## src/rtl/load_writeback_unit.sv

```systemverilog
// load_writeback_unit
//   Issues one data-memory read at a time for a load instruction. It extracts
//   the addressed byte, half, word or dword from the returned 64-bit
//   little-endian beat, sign- or zero-extends it, and drives the register-file
//   load-writeback port. busy/busy_reg_a let the pipeline detect hazards
//   against the in-flight destination.
//
//   Parameters
//     WAIT_LIMIT  cycles allowed in WAIT before a timeout fault (1..65535)
//
//   Ports
//     clk, rst_n (async active-low), clk_en (global hold when low)
//     req_*       load request from the pipeline; req_ready = unit is idle
//     mem_req_*   aligned read request to data memory, mem_addr held until accepted
//     mem_rsp_*   read response (only honoured while waiting for one)
//     wload_*     register-file writeback strobe / register / value
//     busy*       in-flight indication and its destination register
//     fault*      one-cycle fault pulse; code 1=misaligned, 2=timeout (code is sticky)
//   All outputs except req_ready are registered.
module load_writeback_unit #(
  parameter int unsigned WAIT_LIMIT = 255
) (
  input  logic        clk,
  input  logic        rst_n,
  input  logic        clk_en,
  input  logic        req_valid,
  output logic        req_ready,
  input  logic [63:0] req_addr,
  input  logic [1:0]  req_size,
  input  logic        req_signed,
  input  logic [4:0]  req_dest,
  output logic        mem_req_valid,
  input  logic        mem_req_ready,
  output logic [63:0] mem_addr,
  input  logic        mem_rsp_valid,
  input  logic [63:0] mem_rsp_data,
  output logic        wload_en,
  output logic [4:0]  wload_reg_a,
  output logic [63:0] wload_reg_v,
  output logic        busy,
  output logic [4:0]  busy_reg_a,
  output logic        fault,
  output logic [1:0]  fault_code
);

  typedef enum logic [2:0] {
    S_IDLE = 3'd0,
    S_REQ  = 3'd1,
    S_WAIT = 3'd2,
    S_WB   = 3'd3,
    S_FLT  = 3'd4
  } state_t;

  localparam logic [15:0] WAIT_LAST = 16'(WAIT_LIMIT - 1);
  localparam logic [4:0]  DISCARD_REG = 5'd31;

  state_t      r_state, w_state_nxt;
  logic [2:0]  r_off, w_off_nxt;
  logic [1:0]  r_size, w_size_nxt;
  logic        r_sgn, w_sgn_nxt;
  logic [4:0]  r_dest, w_dest_nxt;
  logic [15:0] r_wait_cnt, w_wait_cnt_nxt;

  logic        r_mem_req_valid, w_mem_req_valid_nxt;
  logic [63:0] r_mem_addr, w_mem_addr_nxt;
  logic        r_wload_en, w_wload_en_nxt;
  logic [4:0]  r_wload_reg_a, w_wload_reg_a_nxt;
  logic [63:0] r_wload_reg_v, w_wload_reg_v_nxt;
  logic        r_busy, w_busy_nxt;
  logic [4:0]  r_busy_reg_a, w_busy_reg_a_nxt;
  logic        r_fault, w_fault_nxt;
  logic [1:0]  r_fault_code, w_fault_code_nxt;

  // An access is misaligned when the low address bits are not a multiple
  // of the access size in bytes.
  function automatic logic is_misaligned(input logic [2:0] off, input logic [1:0] size);
    logic mis;
    case (size)
      2'd0:    mis = 1'b0;
      2'd1:    mis = off[0];
      2'd2:    mis = |off[1:0];
      default: mis = |off;
    endcase
    return mis;
  endfunction

  // Shift the addressed lane down to bit 0, then extend from the access width.
  function automatic logic [63:0] extract(input logic [63:0] data, input logic [2:0] off,
                                          input logic [1:0] size, input logic sgn);
    logic [63:0] sh;
    logic [63:0] val;
    sh = data >> {off, 3'b000};
    case (size)
      2'd0:    val = {{56{sgn & sh[7]}},  sh[7:0]};
      2'd1:    val = {{48{sgn & sh[15]}}, sh[15:0]};
      2'd2:    val = {{32{sgn & sh[31]}}, sh[31:0]};
      default: val = sh;
    endcase
    return val;
  endfunction

  always_comb begin
    w_state_nxt         = r_state;
    w_off_nxt           = r_off;
    w_size_nxt          = r_size;
    w_sgn_nxt           = r_sgn;
    w_dest_nxt          = r_dest;
    w_wait_cnt_nxt      = r_wait_cnt;
    w_mem_req_valid_nxt = r_mem_req_valid;
    w_mem_addr_nxt      = r_mem_addr;
    w_wload_en_nxt      = r_wload_en;
    w_wload_reg_a_nxt   = r_wload_reg_a;
    w_wload_reg_v_nxt   = r_wload_reg_v;
    w_busy_nxt          = r_busy;
    w_busy_reg_a_nxt    = r_busy_reg_a;
    w_fault_nxt         = r_fault;
    w_fault_code_nxt    = r_fault_code;

    case (r_state)
      S_IDLE: begin
        if (req_valid) begin
          w_off_nxt        = req_addr[2:0];
          w_size_nxt       = req_size;
          w_sgn_nxt        = req_signed;
          w_dest_nxt       = req_dest;
          w_busy_nxt       = 1'b1;
          w_busy_reg_a_nxt = req_dest;
          if (is_misaligned(req_addr[2:0], req_size)) begin
            w_state_nxt      = S_FLT;
            w_fault_nxt      = 1'b1;
            w_fault_code_nxt = 2'd1;
          end else begin
            w_state_nxt         = S_REQ;
            w_mem_req_valid_nxt = 1'b1;
            w_mem_addr_nxt      = {req_addr[63:3], 3'b000};
          end
        end
      end
      S_REQ: begin
        if (mem_req_ready) begin
          w_state_nxt         = S_WAIT;
          w_mem_req_valid_nxt = 1'b0;
          w_wait_cnt_nxt      = 16'd0;
        end
      end
      S_WAIT: begin
        // A response always beats the timeout in the same cycle.
        if (mem_rsp_valid) begin
          w_state_nxt       = S_WB;
          w_wload_en_nxt    = (r_dest != DISCARD_REG);
          w_wload_reg_a_nxt = r_dest;
          w_wload_reg_v_nxt = extract(mem_rsp_data, r_off, r_size, r_sgn);
        end else if (r_wait_cnt == WAIT_LAST) begin
          w_state_nxt      = S_FLT;
          w_fault_nxt      = 1'b1;
          w_fault_code_nxt = 2'd2;
        end else begin
          w_wait_cnt_nxt = r_wait_cnt + 16'd1;
        end
      end
      S_WB: begin
        w_state_nxt    = S_IDLE;
        w_wload_en_nxt = 1'b0;
        w_busy_nxt     = 1'b0;
      end
      S_FLT: begin
        w_state_nxt = S_IDLE;
        w_fault_nxt = 1'b0;
        w_busy_nxt  = 1'b0;
      end
      default: begin
        w_state_nxt = S_IDLE;
      end
    endcase
  end

  always_ff @(posedge clk or negedge rst_n) begin
    if (!rst_n) begin
      r_state         <= S_IDLE;
      r_off           <= 3'd0;
      r_size          <= 2'd0;
      r_sgn           <= 1'b0;
      r_dest          <= 5'd0;
      r_wait_cnt      <= 16'd0;
      r_mem_req_valid <= 1'b0;
      r_mem_addr      <= 64'd0;
      r_wload_en      <= 1'b0;
      r_wload_reg_a   <= 5'd0;
      r_wload_reg_v   <= 64'd0;
      r_busy          <= 1'b0;
      r_busy_reg_a    <= 5'd0;
      r_fault         <= 1'b0;
      r_fault_code    <= 2'd0;
    end else if (clk_en) begin
      r_state         <= w_state_nxt;
      r_off           <= w_off_nxt;
      r_size          <= w_size_nxt;
      r_sgn           <= w_sgn_nxt;
      r_dest          <= w_dest_nxt;
      r_wait_cnt      <= w_wait_cnt_nxt;
      r_mem_req_valid <= w_mem_req_valid_nxt;
      r_mem_addr      <= w_mem_addr_nxt;
      r_wload_en      <= w_wload_en_nxt;
      r_wload_reg_a   <= w_wload_reg_a_nxt;
      r_wload_reg_v   <= w_wload_reg_v_nxt;
      r_busy          <= w_busy_nxt;
      r_busy_reg_a    <= w_busy_reg_a_nxt;
      r_fault         <= w_fault_nxt;
      r_fault_code    <= w_fault_code_nxt;
    end
  end

  assign req_ready     = (r_state == S_IDLE);
  assign mem_req_valid = r_mem_req_valid;
  assign mem_addr      = r_mem_addr;
  assign wload_en      = r_wload_en;
  assign wload_reg_a   = r_wload_reg_a;
  assign wload_reg_v   = r_wload_reg_v;
  assign busy          = r_busy;
  assign busy_reg_a    = r_busy_reg_a;
  assign fault         = r_fault;
  assign fault_code    = r_fault_code;

endmodule

```

## config.mk

```make
export PLATFORM = sky130hd
export DESIGN_NAME = load_writeback_unit
export DESIGN_NICKNAME = d
export VERILOG_FILES = /design/src/rtl/load_writeback_unit.sv
export SDC_FILE = /design/constraint.sdc
export NUM_CORES = 1
export LEC_CHECK = 0
export BUFFER_PORTS_ARGS = -buffer_cell sky130_fd_sc_hd__buf_2
export CAP_MARGIN = 20
export CORE_MARGIN = 4
export CORE_UTILIZATION = 45
export CTS_BUF_LIST = sky130_fd_sc_hd__clkbuf_16
export DETAILED_ROUTE_END_ITERATION = 10
export GPL_ROUTABILITY_DRIVEN = 0
export HOLD_SLACK_MARGIN = 0.06
export PLACE_DENSITY = 0.8
export SYNTH_ARGS = -nofsm -noshare
export SYNTH_HDL_FRONTEND = slang
export SYNTH_SLANG_ARGS = --single-unit
```

## constraint.sdc

```tcl
create_clock -name clk -period 3.64 [get_ports clk]
set_clock_uncertainty 0.1 [all_clocks]
set_input_delay 0.728 -clock clk [delete_from_list [all_inputs] [get_ports clk]]
set_output_delay 0.728 -clock clk [all_outputs]
set_load 0.03 [all_outputs]
```

==> results of run 1 <==
==> worst reg2reg max path: stages, from the launching register on <==
cell	delay (ns)
sky130_fd_sc_hd__dfrtp_2	0.75
sky130_fd_sc_hd__nor2b_1	0.39
sky130_fd_sc_hd__and3_1	0.31
sky130_fd_sc_hd__o311ai_1	0.32
sky130_fd_sc_hd__and3_1	0.93
sky130_fd_sc_hd__a21oi_1	0.19
==> stage by stage <==
step	instances	setup WS [ns]	util [%]	hold WS, ns	power, mW
after floorplan	830	1.41	-	0.332	7.13
after global placement	1303	0.655	54.1	0.357	8.70
after detailed placement	1303	0.560	54.1	0.361	8.83
after CTS	1335	0.534	57.1	0.0831	10.6
after global routing	1336	0.290	57.1	0.0908	11.2
final	1337	0.473	57.1	0.0825	10.6
==> worst paths after layout <==
kind                          startpoint              end  slack (ns)  depth (start not counted)
hold / removal                     rst_n  wload_reg_v[13]        0.08                          1
min in group clk           fault_code[1]    fault_code[1]        0.37                          1
setup reg to reg                r_off[1]  wload_reg_v[53]        0.47                          5
max in group asynchronous          rst_n     mem_addr[54]        2.38                          2
setup / recovery                r_off[1]  wload_reg_v[53]        0.47                          5
hold reg to reg            fault_code[1]    fault_code[1]        0.37                          1
==> routing by layer <==
metal | share of wire, % | routed length, um | vias to the layer above
met5 | 0.22 | 62 | -
met4 | 3.9 | 1080 | 10
met3 | 9.1 | 2520 | 74
met2 | 50 | 13700 | 384
met1 | 37 | 10200 | 3695
li1 | - | - | 3520
==> cells in the mapped netlist, types with 5 or more instances <==
| cell type | n | area (um2) |
|---|---|---|
| sky130_fd_sc_hd__mux2i_1 | 56 | 561 |
| sky130_fd_sc_hd__o21ai_0 | 35 | 175 |
| sky130_fd_sc_hd__o22a_1 | 11 | 96.3 |
| sky130_fd_sc_hd__o211ai_1 | 5 | 37.5 |
| sky130_fd_sc_hd__nor2b_1 | 16 | 100 |
| sky130_fd_sc_hd__inv_1 | 7 | 26.3 |
| sky130_fd_sc_hd__dfrtp_1 | 166 | 4150 |
| sky130_fd_sc_hd__buf_2 | 25 | 125 |
| sky130_fd_sc_hd__nand4_1 | 6 | 37.5 |
| sky130_fd_sc_hd__nand2b_1 | 5 | 31.3 |
| sky130_fd_sc_hd__a31oi_1 | 24 | 150 |
| sky130_fd_sc_hd__nand3_1 | 18 | 90.1 |
| sky130_fd_sc_hd__nand2_1 | 67 | 251 |
| sky130_fd_sc_hd__mux2_2 | 78 | 878 |
| sky130_fd_sc_hd__o2bb2ai_1 | 8 | 70.1 |
| sky130_fd_sc_hd__a211oi_1 | 11 | 82.6 |
| sky130_fd_sc_hd__buf_4 | 10 | 75.1 |
| sky130_fd_sc_hd__nor2_1 | 83 | 312 |
| sky130_fd_sc_hd__and3_1 | 7 | 43.8 |
| sky130_fd_sc_hd__mux4_2 | 7 | 158 |
| sky130_fd_sc_hd__a21oi_1 | 95 | 475 |
| sky130_fd_sc_hd__mux2_1 | 5 | 56.3 |
| sky130_fd_sc_hd__or3_1 | 8 | 50.1 |
| sky130_fd_sc_hd__clkbuf_1 | 21 | 78.8 |
==> where the power goes <==
part | switching, mW | internal, mW | total, mW
Clock | 0.839 | 0.907 | 1.75
Sequential | 0.599 | 2.68 | 3.28
Combinational | 3.69 | 1.86 | 5.54
Total | 5.13 | 5.44 | 10.6
==> sequential cells by signal (all words and copies together) (netlist names) <==
| name | count |
|---|---|
| mem_req_valid | 1 |
| r_wait_cnt | 16 |
| wload_reg_v | 64 |
| wload_reg_a | 5 |
| fault_code | 2 |
| r_state | 3 |
| r_sgn | 1 |
| busy_reg_a | 5 |
| r_off | 3 |
| mem_addr | 61 |
| fault | 1 |
| r_size | 2 |
| wload_en | 1 |
| busy | 1 |
==> final cells by class <==
class / count / share of cell area (%)
Multi-Input combinational cell: 595 / 38.2
Clock inverter: 15 / 1.30
Antenna cell: 2 / 0.0468
Timing Repair Buffer: 299 / 14.5
Tap cell: 234 / 2.74
Inverter: 9 / 0.316
Sequential cell: 166 / 38.9
Clock buffer: 17 / 3.98
==> cells by family after synthesis <==
logic type               Yosys count  share of synthesized area (%)
AND/OR/NAND/NOR                  233                           12.7
AO/OA/AOI/OAI                    206                           14.5
flip-flops                       166                           48.6
multiplexers                     147                           19.5
buffers and inverters             69                           3.92
XOR/XNOR                           4                          0.410
adder cells (fa/ha/maj)            2                          0.293
other                              1                         0.0439
==> cells in the final DEF (no fill, tap or decap), drive strengths merged, types with 18 or more instances in the layout <==
| cell | count |
|---|---|
| nand3 | 18 |
| buf | 299 |
| dfrtp | 166 |
| a21oi | 95 |
| o21ai | 36 |
| mux2i | 56 |
| nand2 | 67 |
| a31oi | 24 |
| mux2 | 84 |
| nor2 | 83 |
==> summary.json, run 1 <==
{
  "nFillCells": {"value": 1651},
  "cts_root_buf": {"value": "sky130_fd_sc_hd__clkbuf_16"},
  "yosysWarningCount": {"value": 0},
  "worstHoldPathType": {"value": "in -> async"},
  "wl_per_cell": {"value": 20.7, "unit": "um"},
  "setup_tns": {"value": 0, "unit": "ns"},
  "critical_path.max_fanout": {"value": 28},
  "ys_dominant_reg_cell": {"value": "sky130_fd_sc_hd__dfrtp_1"},
  "layout-drive-gt1-share": {"value": 39.0, "unit": "%"},
  "ios": {"value": 287},
  "critical-path-top-delay-family": {"value": "simple AND/OR/NAND/NOR gates"},
  "critPathBufInv": {"value": 0},
  "crit_path_start_kind": {"value": "flip-flop"},
  "count_of_state_elements_after_synthesis": {"value": 166},
  "cts_tree": {"value": "yes"},
  "placement.cell_area": {"value": 0.0101, "unit": "mm2"},
  "grt_overflow": {"value": 0},
  "latest_clock_arrival_within_the_worst_skew_pair": {"value": 0.43, "unit": "ns"},
  "run_status": {"value": "complete, no violations"},
  "vias_per_cell": {"value": 5.75},
  "detailedRoute.firstPassIterationCount": {"value": 6},
  "cts_max_path_buffers": {"value": 2},
  "cts_htree_levels": {"value": 4},
  "remaining_antenna_violation_count": {"value": 0},
  "timing.critical_path.slowest_stage_cell": {"value": "sky130_fd_sc_hd__and3_1"},
  "floorplan.initialDensity": {"value": 45.7, "unit": "%"},
  "met3_capacity_usage_during_global_routing": {"value": 7.97, "unit": "%"},
  "ctsResizeCount": {"value": 0},
  "route.final.wire_length": {"value": 27600, "unit": "um"},
  "die_h": {"value": 146, "unit": "um"},
  "endpoint_kind": {"value": "flip-flop"},
  "final_hold_viol_count": {"value": 0},
  "finalInstanceArea": {"value": 0.0107, "unit": "mm2"},
  "cap_violations": {"value": 0},
  "cts-hold-fix-buffers": {"value": 0},
  "setup_failing_eps_final": {"value": 0},
  "grt.met1_usage": {"value": 29.4, "unit": "%"},
  "synth_async_sr_flop_share": {"value": 100, "unit": "%"},
  "clock-sinks": {"value": 166},
  "synthCells": {"value": 828},
  "synth-seq-area-share": {"value": 48.6, "unit": "%"},
  "placementRows": {"value": 50},
  "worstMarginPinSlew": {"value": 1.09, "unit": "ns"},
  "min_period_over_period": {"value": 87.0, "unit": "%"},
  "grt_setup_unrepaired": {"value": "false"},
  "first_global_vias": {"value": 7701},
  "global_route.peak_usage_layer": {"value": "met2"},
  "crit_path_frequent_cell": {"value": "sky130_fd_sc_hd__and3_1"},
  "nNetsFinal": {"value": 1232},
  "flow.area_growth_from_synthesis": {"value": 25.1, "unit": "%"},
  "fin_crit": {"value": 3.17, "unit": "ns"},
  "maxClockFrequency": {"value": 316, "unit": "MHz"},
  "path_clk_slew": {"value": 0.07, "unit": "ns"},
  "multiInputGateArea": {"value": 0.00408, "unit": "mm2"},
  "vias": {"value": 7683},
  "register_area": {"value": 0.00416, "unit": "mm2"},
  "grt_pass1_wl": {"value": 43000, "unit": "um"},
  "core": {"value": 0.0187, "unit": "mm2"},
  "synth_enable_flop_cells": {"value": 0},
  "groute.layer.met2.usage": {"value": 44.2, "unit": "%"},
  "timing.max_slew.rel_slack": {"value": 27.5, "unit": "%"},
  "ir_drop": {"value": 0.000520, "unit": "V"},
  "die-width": {"value": 146, "unit": "um"},
  "worst-setup-path-type": {"value": "reg -> reg"},
  "globalRouteTotalUtil": {"value": 25.6, "unit": "%"},
  "detailedPlacementHpwl": {"value": 20800, "unit": "um"},
  "power_density": {"value": 988, "unit": "mW/mm2"},
  "final-max-slew-violation-count": {"value": 0},
  "antenna_found_initial": {"value": 6},
  "data_required_time_of_the_critical_path": {"value": 3.79, "unit": "ns"},
  "cts_setup_buffers": {"value": 0},
  "timing.critical_path.slowest_cell_delay": {"value": 0.93, "unit": "ns"},
  "p_leak": {"value": 5.15, "unit": "nW"},
  "worst_ep_arrival_time": {"value": 3.32, "unit": "ns"},
  "die_area": {"value": 0.0213, "unit": "mm2"},
  "tritoncts_buffers": {"value": 17},
  "detailed_route_iter0_violations": {"value": 558},
  "numPortBuffers": {"value": 283},
  "grt_start_max_net_pins": {"value": 83},
  "post_synth.cell_area_avg": {"value": 10.3, "unit": "um2"},
  "route.detailed.drc": {"value": 0},
  "post_synth_instance_area": {"value": 0.00855, "unit": "mm2"},
  "crit_path_cell_chain": {"value": "nor2b_1, and3_1, o311ai_1, and3_1, a21oi_1"},
  "ys_types": {"value": 57}
}
No activity file was read; power rests on OpenSTA's default activity.
==> run 2, diff against run 1 <==
--- a/config.mk
+++ b/config.mk
@@ -13,6 +13,7 @@
 export DETAILED_ROUTE_END_ITERATION = 10
 export GPL_ROUTABILITY_DRIVEN = 0
 export HOLD_SLACK_MARGIN = 0.06
+export MAX_ROUTING_LAYER = met4
 export PLACE_DENSITY = 0.8
 export SYNTH_ARGS = -nofsm -noshare
 export SYNTH_HDL_FRONTEND = slang
==> summary.json, run 2 (synthesis gave the netlist of run 1 again) <==
{
  "run_status": {"value": "complete, no violations", "change": "unchanged"},
  "detailed_route_iter0_violations": {"value": 641, "change": "was 558"},
  "tritoncts_buffers": {"value": 17, "change": "unchanged"},
  "flow.area_growth_from_synthesis": {"value": 25.2, "unit": "%", "change": "was 25.1%"},
  "globalRouteTotalUtil": {"value": 26.3, "unit": "%", "change": "was 25.6%"},
  "setup_tns": {"value": 0, "unit": "ns", "change": "unchanged"},
  "vias": {"value": 7673, "change": "was 7,683"},
  "cts_setup_buffers": {"value": 0, "change": "unchanged"},
  "grt_setup_unrepaired": {"value": "false", "change": "unchanged"},
  "antenna_found_initial": {"value": 6, "change": "unchanged"},
  "critical_path.max_fanout": {"value": 28, "change": "unchanged"},
  "route.final.wire_length": {"value": 27400, "unit": "um", "change": "was 27,600 um"},
  "floorplan.initialDensity": {"value": 45.7, "unit": "%", "change": "unchanged"},
  "worstMarginPinSlew": {"value": 1.10, "unit": "ns", "change": "was 1.09 ns"},
  "post-route-util": {"value": 57.2, "unit": "%", "change": "was 57.1%"},
  "critPathBufInv": {"value": 0, "change": "unchanged"},
  "crit_path_start_kind": {"value": "flip-flop", "change": "unchanged"},
  "netSwitchingPower": {"value": 5.12, "unit": "mW", "change": "was 5.13 mW"},
  "numPortBuffers": {"value": 283, "change": "unchanged"},
  "final-max-slew-violation-count": {"value": 0, "change": "unchanged"},
  "power_density": {"value": 987, "unit": "mW/mm2", "change": "was 988 mW/mm2"},
  "comb_power_share": {"value": 52.5, "unit": "%", "change": "about the same"},
  "min_period_over_period": {"value": 87.5, "unit": "%", "change": "was 87.0%"},
  "p_seq_share": {"value": 31.0, "unit": "%", "change": "about the same"},
  "groute.layer.met2.usage": {"value": 44.3, "unit": "%", "change": "was 44.2%"},
  "timing.critical_path.slowest_cell_delay": {"value": 0.94, "unit": "ns", "change": "was 0.93 ns"},
  "ctsResizeCount": {"value": 0, "change": "unchanged"},
  "final_cell_mix": {"value": "sky130_fd_sc_hd__buf_2, sky130_fd_sc_hd__dfrtp_1, sky130_fd_sc_hd__a21oi_1, sky130_fd_sc_hd__nor2_1, sky130_fd_sc_hd__mux2_2", "change": "unchanged"},
  "vias_per_cell": {"value": 5.72, "change": "was 5.75"},
  "timing.critical_path.slowest_stage_cell": {"value": "sky130_fd_sc_hd__and3_1", "change": "unchanged"},
  "detailedPlacementHpwl": {"value": 20800, "unit": "um", "change": "unchanged"},
  "cts_tree": {"value": "yes", "change": "unchanged"},
  "wl_per_cell": {"value": 20.4, "unit": "um", "change": "was 20.7 um"},
  "clock-sinks": {"value": 166, "change": "unchanged"},
  "internal_power": {"value": 5.44, "unit": "mW", "change": "about the same"},
  "power_frac_clock": {"value": 16.5, "unit": "%", "change": "about the same"},
  "path_clk_slew": {"value": 0.07, "unit": "ns", "change": "about the same"},
  "final_hold_viol_count": {"value": 0, "change": "unchanged"},
  "maxClockFrequency": {"value": 314, "unit": "MHz", "change": "was 316 MHz"},
  "detailedRoute.firstPassIterationCount": {"value": 6, "change": "unchanged"},
  "worst-setup-path-type": {"value": "reg -> reg", "change": "unchanged"},
  "switching_share": {"value": 48.5, "unit": "%", "change": "about the same"},
  "layout_commonest_cell": {"value": "sky130_fd_sc_hd__buf_2", "change": "unchanged"},
  "route.detailed.drc": {"value": 0, "change": "unchanged"},
  "largest_reg_flops": {"value": 64, "change": "unchanged"},
  "cap_violations": {"value": 0, "change": "unchanged"},
  "latest_clock_arrival_within_the_worst_skew_pair": {"value": 0.42, "unit": "ns", "change": "was 0.43 ns"},
  "setup_failing_eps_final": {"value": 0, "change": "unchanged"},
  "worst_ep_arrival_time": {"value": 3.34, "unit": "ns", "change": "was 3.32 ns"},
  "die_area": {"value": 0.0213, "unit": "mm2", "change": "unchanged"},
  "nNetsFinal": {"value": 1232, "change": "unchanged"},
  "grt_overflow": {"value": 0, "change": "unchanged"},
  "crit_path_cell_chain": {"value": "nor2b_1, and3_1, o311ai_1, and3_1, a21oi_1", "change": "unchanged"},
  "placementRows": {"value": 50, "change": "unchanged"},
  "critical-path-top-delay-family": {"value": "simple AND/OR/NAND/NOR gates", "change": "unchanged"},
  "grt_pass1_wl": {"value": 42900, "unit": "um", "change": "was 43,000 um"},
  "p_leak": {"value": 5.15, "unit": "nW", "change": "about the same"},
  "grt.met1_usage": {"value": 30.1, "unit": "%", "change": "was 29.4%"},
  "met3_capacity_usage_during_global_routing": {"value": 6.73, "unit": "%", "change": "was 7.97%"},
  "nFillCells": {"value": 1651, "change": "unchanged"},
  "first_global_vias": {"value": 7721, "change": "was 7,701"},
  "core": {"value": 0.0187, "unit": "mm2", "change": "unchanged"},
  "worstHoldPathType": {"value": "in -> async", "change": "unchanged"},
  "crit_path_frequent_cell": {"value": "sky130_fd_sc_hd__and3_1", "change": "unchanged"},
  "timing.max_slew.rel_slack": {"value": 26.9, "unit": "%", "change": "was 27.5%"},
  "global_route.peak_usage_layer": {"value": "met2", "change": "unchanged"},
  "cts_htree_levels": {"value": 4, "change": "unchanged"},
  "remaining_antenna_violation_count": {"value": 0, "change": "unchanged"},
  "ios": {"value": 287, "change": "unchanged"},
  "cts_root_buf": {"value": "sky130_fd_sc_hd__clkbuf_16", "change": "unchanged"},
  "data_required_time_of_the_critical_path": {"value": 3.79, "unit": "ns", "change": "about the same"},
  "cts-hold-fix-buffers": {"value": 0, "change": "unchanged"},
  "die-width": {"value": 146, "unit": "um", "change": "unchanged"},
  "die_h": {"value": 146, "unit": "um", "change": "unchanged"},
  "fin_crit": {"value": 3.19, "unit": "ns", "change": "was 3.17 ns"},
  "layout-drive-gt1-share": {"value": 39.0, "unit": "%", "change": "unchanged"},
  "grt_start_max_net_pins": {"value": 83, "change": "unchanged"},
  "ir_drop": {"value": 0.000522, "unit": "V", "change": "was 0.000520 V"},
  "cts_max_path_buffers": {"value": 2, "change": "unchanged"},
  "endpoint_kind": {"value": "flip-flop", "change": "unchanged"}
}
[run 2: power groups by stage]
stage	clock (mW)	combinational (mW)	sequential, mW
2_1_floorplan	0	2.45	4.68
3_3_place_gp	0	5.45	3.25
3_5_place_dp	0	5.54	3.29
4_1_cts	1.77	5.55	3.27
5_1_grt	1.85	5.90	3.40
6_report	1.74	5.54	3.27
[run 2: worst paths after layout]
check                                  endpoint  slack (ns)           from  cells past startpoint
worst max-delay path            wload_reg_v[53]        0.45       r_off[1]                      5
worst min-delay path            wload_reg_v[13]        0.09          rst_n                      1
worst max register to register  wload_reg_v[53]        0.45       r_off[1]                      5
worst min register to register    fault_code[1]        0.37  fault_code[1]                      1
max in group asynchronous          mem_addr[54]        2.38          rst_n                      2
min in group clk                  fault_code[1]        0.37  fault_code[1]                      1
[run 2: worst register-to-register path: cells and delay by family, from the launching register on]
| family | cells | cell delay (ns) |
|---|---|---|
| AOI/OAI and AO/OA | 2 | 0.52 |
| and+or+nand+nor | 3 | 1.65 |
| DFF | 1 | 0.75 |
[run 2: per-stage QoR]
stage / std cells / hold WS [ns] / power (mW) / area [um2] / worst slack, ns
after floorplan: 830 / 0.332 / 7.13 / 8550 / 1.41
after global placement: 1303 / 0.357 / 8.70 / 10100 / 0.655
after detailed placement: 1303 / 0.361 / 8.83 / 10100 / 0.560
after CTS: 1335 / 0.0831 / 10.6 / 10700 / 0.534
after global routing: 1341 / 0.0923 / 11.1 / 10700 / 0.290
final: 1341 / 0.0861 / 10.6 / 10700 / 0.454
[run 2: routing by layer]
metal	share of wire, %	vias up
met2	50	389
met3	8.5	61
met1	38	3699
met5	0	-
met4	3.6	0
li1	-	3524
[run 2: final cells by class]
class	instances	area (um2)	share of cell area (%)
Clock buffer	17	425	3.98
Antenna cell	6	15.0	0.140
Sequential cell	166	4160	38.8
Timing Repair Buffer	299	1560	14.5
Multi-Input combinational cell	595	4080	38.1
Clock inverter	15	139	1.30
Tap cell	234	293	2.74
Inverter	9	33.8	0.316
==> run 3, diff against run 2 <==
--- a/config.mk
+++ b/config.mk
@@ -9,7 +9,7 @@
 export CAP_MARGIN = 20
 export CORE_MARGIN = 4
 export CORE_UTILIZATION = 45
-export CTS_BUF_LIST = sky130_fd_sc_hd__clkbuf_16
+export CTS_BUF_LIST = sky130_fd_sc_hd__clkbuf_2 sky130_fd_sc_hd__clkbuf_4 sky130_fd_sc_hd__clkbuf_8
 export DETAILED_ROUTE_END_ITERATION = 10
 export GPL_ROUTABILITY_DRIVEN = 0
 export HOLD_SLACK_MARGIN = 0.06
==> summary.json, run 3 (synthesis gave the netlist of run 1 again) <==
{
  "run_status": {"value": "complete, no violations", "change": "unchanged"},
  "flow.area_growth_from_synthesis": {"value": 23.0, "unit": "%", "change": "was 25.2%"},
  "layout_commonest_cell": {"value": "sky130_fd_sc_hd__buf_2", "change": "unchanged"},
  "grt_pass1_wl": {"value": 42700, "unit": "um", "change": "was 42,900 um"},
  "route.final.wire_length": {"value": 27400, "unit": "um", "change": "about the same"},
  "ios": {"value": 287, "change": "unchanged"},
  "crit_path_start_kind": {"value": "flip-flop", "change": "unchanged"},
  "power_frac_clock": {"value": 12.8, "unit": "%", "change": "was 16.5%"},
  "route.detailed.drc": {"value": 0, "change": "unchanged"},
  "post-place-ws": {"value": 0.560, "unit": "ns", "change": "unchanged"},
  "finalInstanceArea": {"value": 0.0105, "unit": "mm2", "change": "was 0.0107 mm2"},
  "first_global_vias": {"value": 7664, "change": "was 7,721"},
  "globalRouteTotalUtil": {"value": 26.3, "unit": "%", "change": "about the same"},
  "detailedRoute.firstPassIterationCount": {"value": 5, "change": "was 6"},
  "maxClockFrequency": {"value": 319, "unit": "MHz", "change": "was 314 MHz"},
  "cts_max_path_buffers": {"value": 2, "change": "unchanged"},
  "cts_root_buf": {"value": "sky130_fd_sc_hd__clkbuf_8", "change": "was sky130_fd_sc_hd__clkbuf_16"},
  "ir_drop": {"value": 0.000516, "unit": "V", "change": "was 0.000522 V"},
  "min_period_over_period": {"value": 86.2, "unit": "%", "change": "was 87.5%"},
  "switching_share": {"value": 50.1, "unit": "%", "change": "was 48.5%"},
  "layout-drive-gt1-share": {"value": 38.9, "unit": "%", "change": "was 39.0%"},
  "floorplan.initialDensity": {"value": 45.7, "unit": "%", "change": "unchanged"},
  "worstMarginPinSlew": {"value": 1.10, "unit": "ns", "change": "about the same"},
  "worst-setup-path-type": {"value": "reg -> reg", "change": "unchanged"},
  "netSwitchingPower": {"value": 5.06, "unit": "mW", "change": "was 5.12 mW"},
  "worst_ep_arrival_time": {"value": 3.34, "unit": "ns", "change": "about the same"},
  "endpoint_kind": {"value": "flip-flop", "change": "unchanged"},
  "nNetsFinal": {"value": 1233, "change": "was 1,232"},
  "final-max-slew-violation-count": {"value": 0, "change": "unchanged"},
  "finalWorstSetupSlack": {"value": 0.502, "unit": "ns", "change": "was 0.454 ns"},
  "detailedPlacementHpwl": {"value": 20800, "unit": "um", "change": "unchanged"},
  "latest_clock_arrival_within_the_worst_skew_pair": {"value": 0.47, "unit": "ns", "change": "was 0.42 ns"},
  "die_area": {"value": 0.0213, "unit": "mm2", "change": "unchanged"},
  "fin_crit": {"value": 3.14, "unit": "ns", "change": "was 3.19 ns"},
  "cts_tree": {"value": "yes", "change": "unchanged"},
  "p_seq_share": {"value": 32.4, "unit": "%", "change": "was 31.0%"},
  "clock-sinks": {"value": 166, "change": "unchanged"},
  "grt_overflow": {"value": 0, "change": "unchanged"},
  "ctsResizeCount": {"value": 0, "change": "unchanged"},
  "die-width": {"value": 146, "unit": "um", "change": "unchanged"},
  "final_cell_mix": {"value": "sky130_fd_sc_hd__buf_2, sky130_fd_sc_hd__dfrtp_1, sky130_fd_sc_hd__a21oi_1, sky130_fd_sc_hd__nor2_1, sky130_fd_sc_hd__mux2_2", "change": "unchanged"},
  "numPortBuffers": {"value": 283, "change": "unchanged"},
  "final_hold_viol_count": {"value": 0, "change": "unchanged"},
  "path_clk_slew": {"value": 0.10, "unit": "ns", "change": "was 0.07 ns"},
  "placement.cell_area": {"value": 0.0101, "unit": "mm2", "change": "unchanged"},
  "grt_setup_unrepaired": {"value": "false", "change": "unchanged"},
  "core": {"value": 0.0187, "unit": "mm2", "change": "unchanged"},
  "setup_tns": {"value": 0, "unit": "ns", "change": "unchanged"},
  "remaining_antenna_violation_count": {"value": 0, "change": "unchanged"},
  "p_leak": {"value": 5.07, "unit": "nW", "change": "was 5.15 nW"},
  "critical_path.max_fanout": {"value": 28, "change": "unchanged"},
  "power_density": {"value": 959, "unit": "mW/mm2", "change": "was 987 mW/mm2"},
  "vias": {"value": 7629, "change": "was 7,673"},
  "data_required_time_of_the_critical_path": {"value": 3.84, "unit": "ns", "change": "was 3.79 ns"},
  "timing.max_slew.rel_slack": {"value": 26.9, "unit": "%", "change": "about the same"},
  "cts_htree_levels": {"value": 4, "change": "unchanged"},
  "die_h": {"value": 146, "unit": "um", "change": "unchanged"},
  "worstHoldPathType": {"value": "in -> reg", "change": "was in -> async"},
  "vias_per_cell": {"value": 5.69, "change": "was 5.72"},
  "detailed_route_iter0_violations": {"value": 596, "change": "was 641"},
  "setup_failing_eps_final": {"value": 0, "change": "unchanged"},
  "comb_power_share": {"value": 54.8, "unit": "%", "change": "was 52.5%"},
  "wl_per_cell": {"value": 20.4, "unit": "um", "change": "about the same"},
  "internal_power": {"value": 5.03, "unit": "mW", "change": "was 5.44 mW"},
  "largest_reg_flops": {"value": 64, "change": "unchanged"},
  "tritoncts_buffers": {"value": 17, "change": "unchanged"},
  "antenna_found_initial": {"value": 5, "change": "was 6"},
  "design_power_total": {"value": 10.1, "unit": "mW", "change": "was 10.6 mW"},
  "grt_start_max_net_pins": {"value": 83, "change": "unchanged"},
  "cap_violations": {"value": 0, "change": "unchanged"},
  "placementRows": {"value": 50, "change": "unchanged"}
}
[run 3: layout make-up]
| class | count | area (um2) |
|---|---|---|
| multi-input cells | 595 | 4080 |
| flip-flops and latches | 166 | 4160 |
| repair buffers | 300 | 1570 |
| fillers | 1680 | 8190 |
| clock inverters | 15 | 139 |
| inverters | 9 | 33.8 |
| well taps | 234 | 293 |
| clock buffers | 17 | 234 |
| diodes | 5 | 12.5 |
[run 3: power by group through the flow]
stage	clock, mW	sequential, mW	combinational (mW)
2_1_floorplan	0	4.68	2.45
3_3_place_gp	0	3.25	5.45
3_5_place_dp	0	3.29	5.54
4_1_cts	1.32	3.26	5.54
5_1_grt	1.40	3.39	5.91
6_report	1.29	3.27	5.53
[run 3: through the flow]
step | hold slack, ns | cells | utilization [%]
2_1_floorplan | 0.332 | 830 | -
3_3_place_gp | 0.357 | 1303 | 54.1
3_5_place_dp | 0.361 | 1303 | 54.1
4_1_cts | 0.354 | 1336 | 56.1
5_1_grt | 0.357 | 1341 | 56.2
6_report | 0.374 | 1341 | 56.2
[run 3: final timing paths]
check | startpoint | endpoint | slack [ns] | cells past startpoint
worst max-delay path | r_off[1] | wload_reg_v[53] | 0.50 | 5
worst min-delay path | req_addr[21] | mem_addr[21] | 0.37 | 2
worst max register to register | r_off[1] | wload_reg_v[53] | 0.50 | 5
worst min register to register | fault_code[1] | fault_code[1] | 0.38 | 1
max in group asynchronous | rst_n | mem_addr[54] | 1.87 | 3
min in group asynchronous | rst_n | wload_reg_v[13] | 0.60 | 2
[run 3: repair_timing]
action | CTS | global route
hold endpoints to repair | 31 | 0
setup buffers | 0 | 0
hold buffers | 1 | 0
[run 3: metal layers]
layer | GRT usage [%] | share of wire [%] | vias up
met5 | - | 0 | -
met4 | 10.6 | 3.7 | 0
met3 | 7.10 | 8.8 | 57
met2 | 43.7 | 50 | 389
met1 | 30.3 | 38 | 3670
li1 | - | - | 3513
[run 3: critical path, cell delays in order, from the launching register on]
cell and delay (ns):
sky130_fd_sc_hd__dfrtp_2 0.75, sky130_fd_sc_hd__nor2b_1 0.36, sky130_fd_sc_hd__and3_1 0.31, sky130_fd_sc_hd__o311ai_1 0.32, sky130_fd_sc_hd__and3_1 0.94, sky130_fd_sc_hd__a21oi_1 0.18
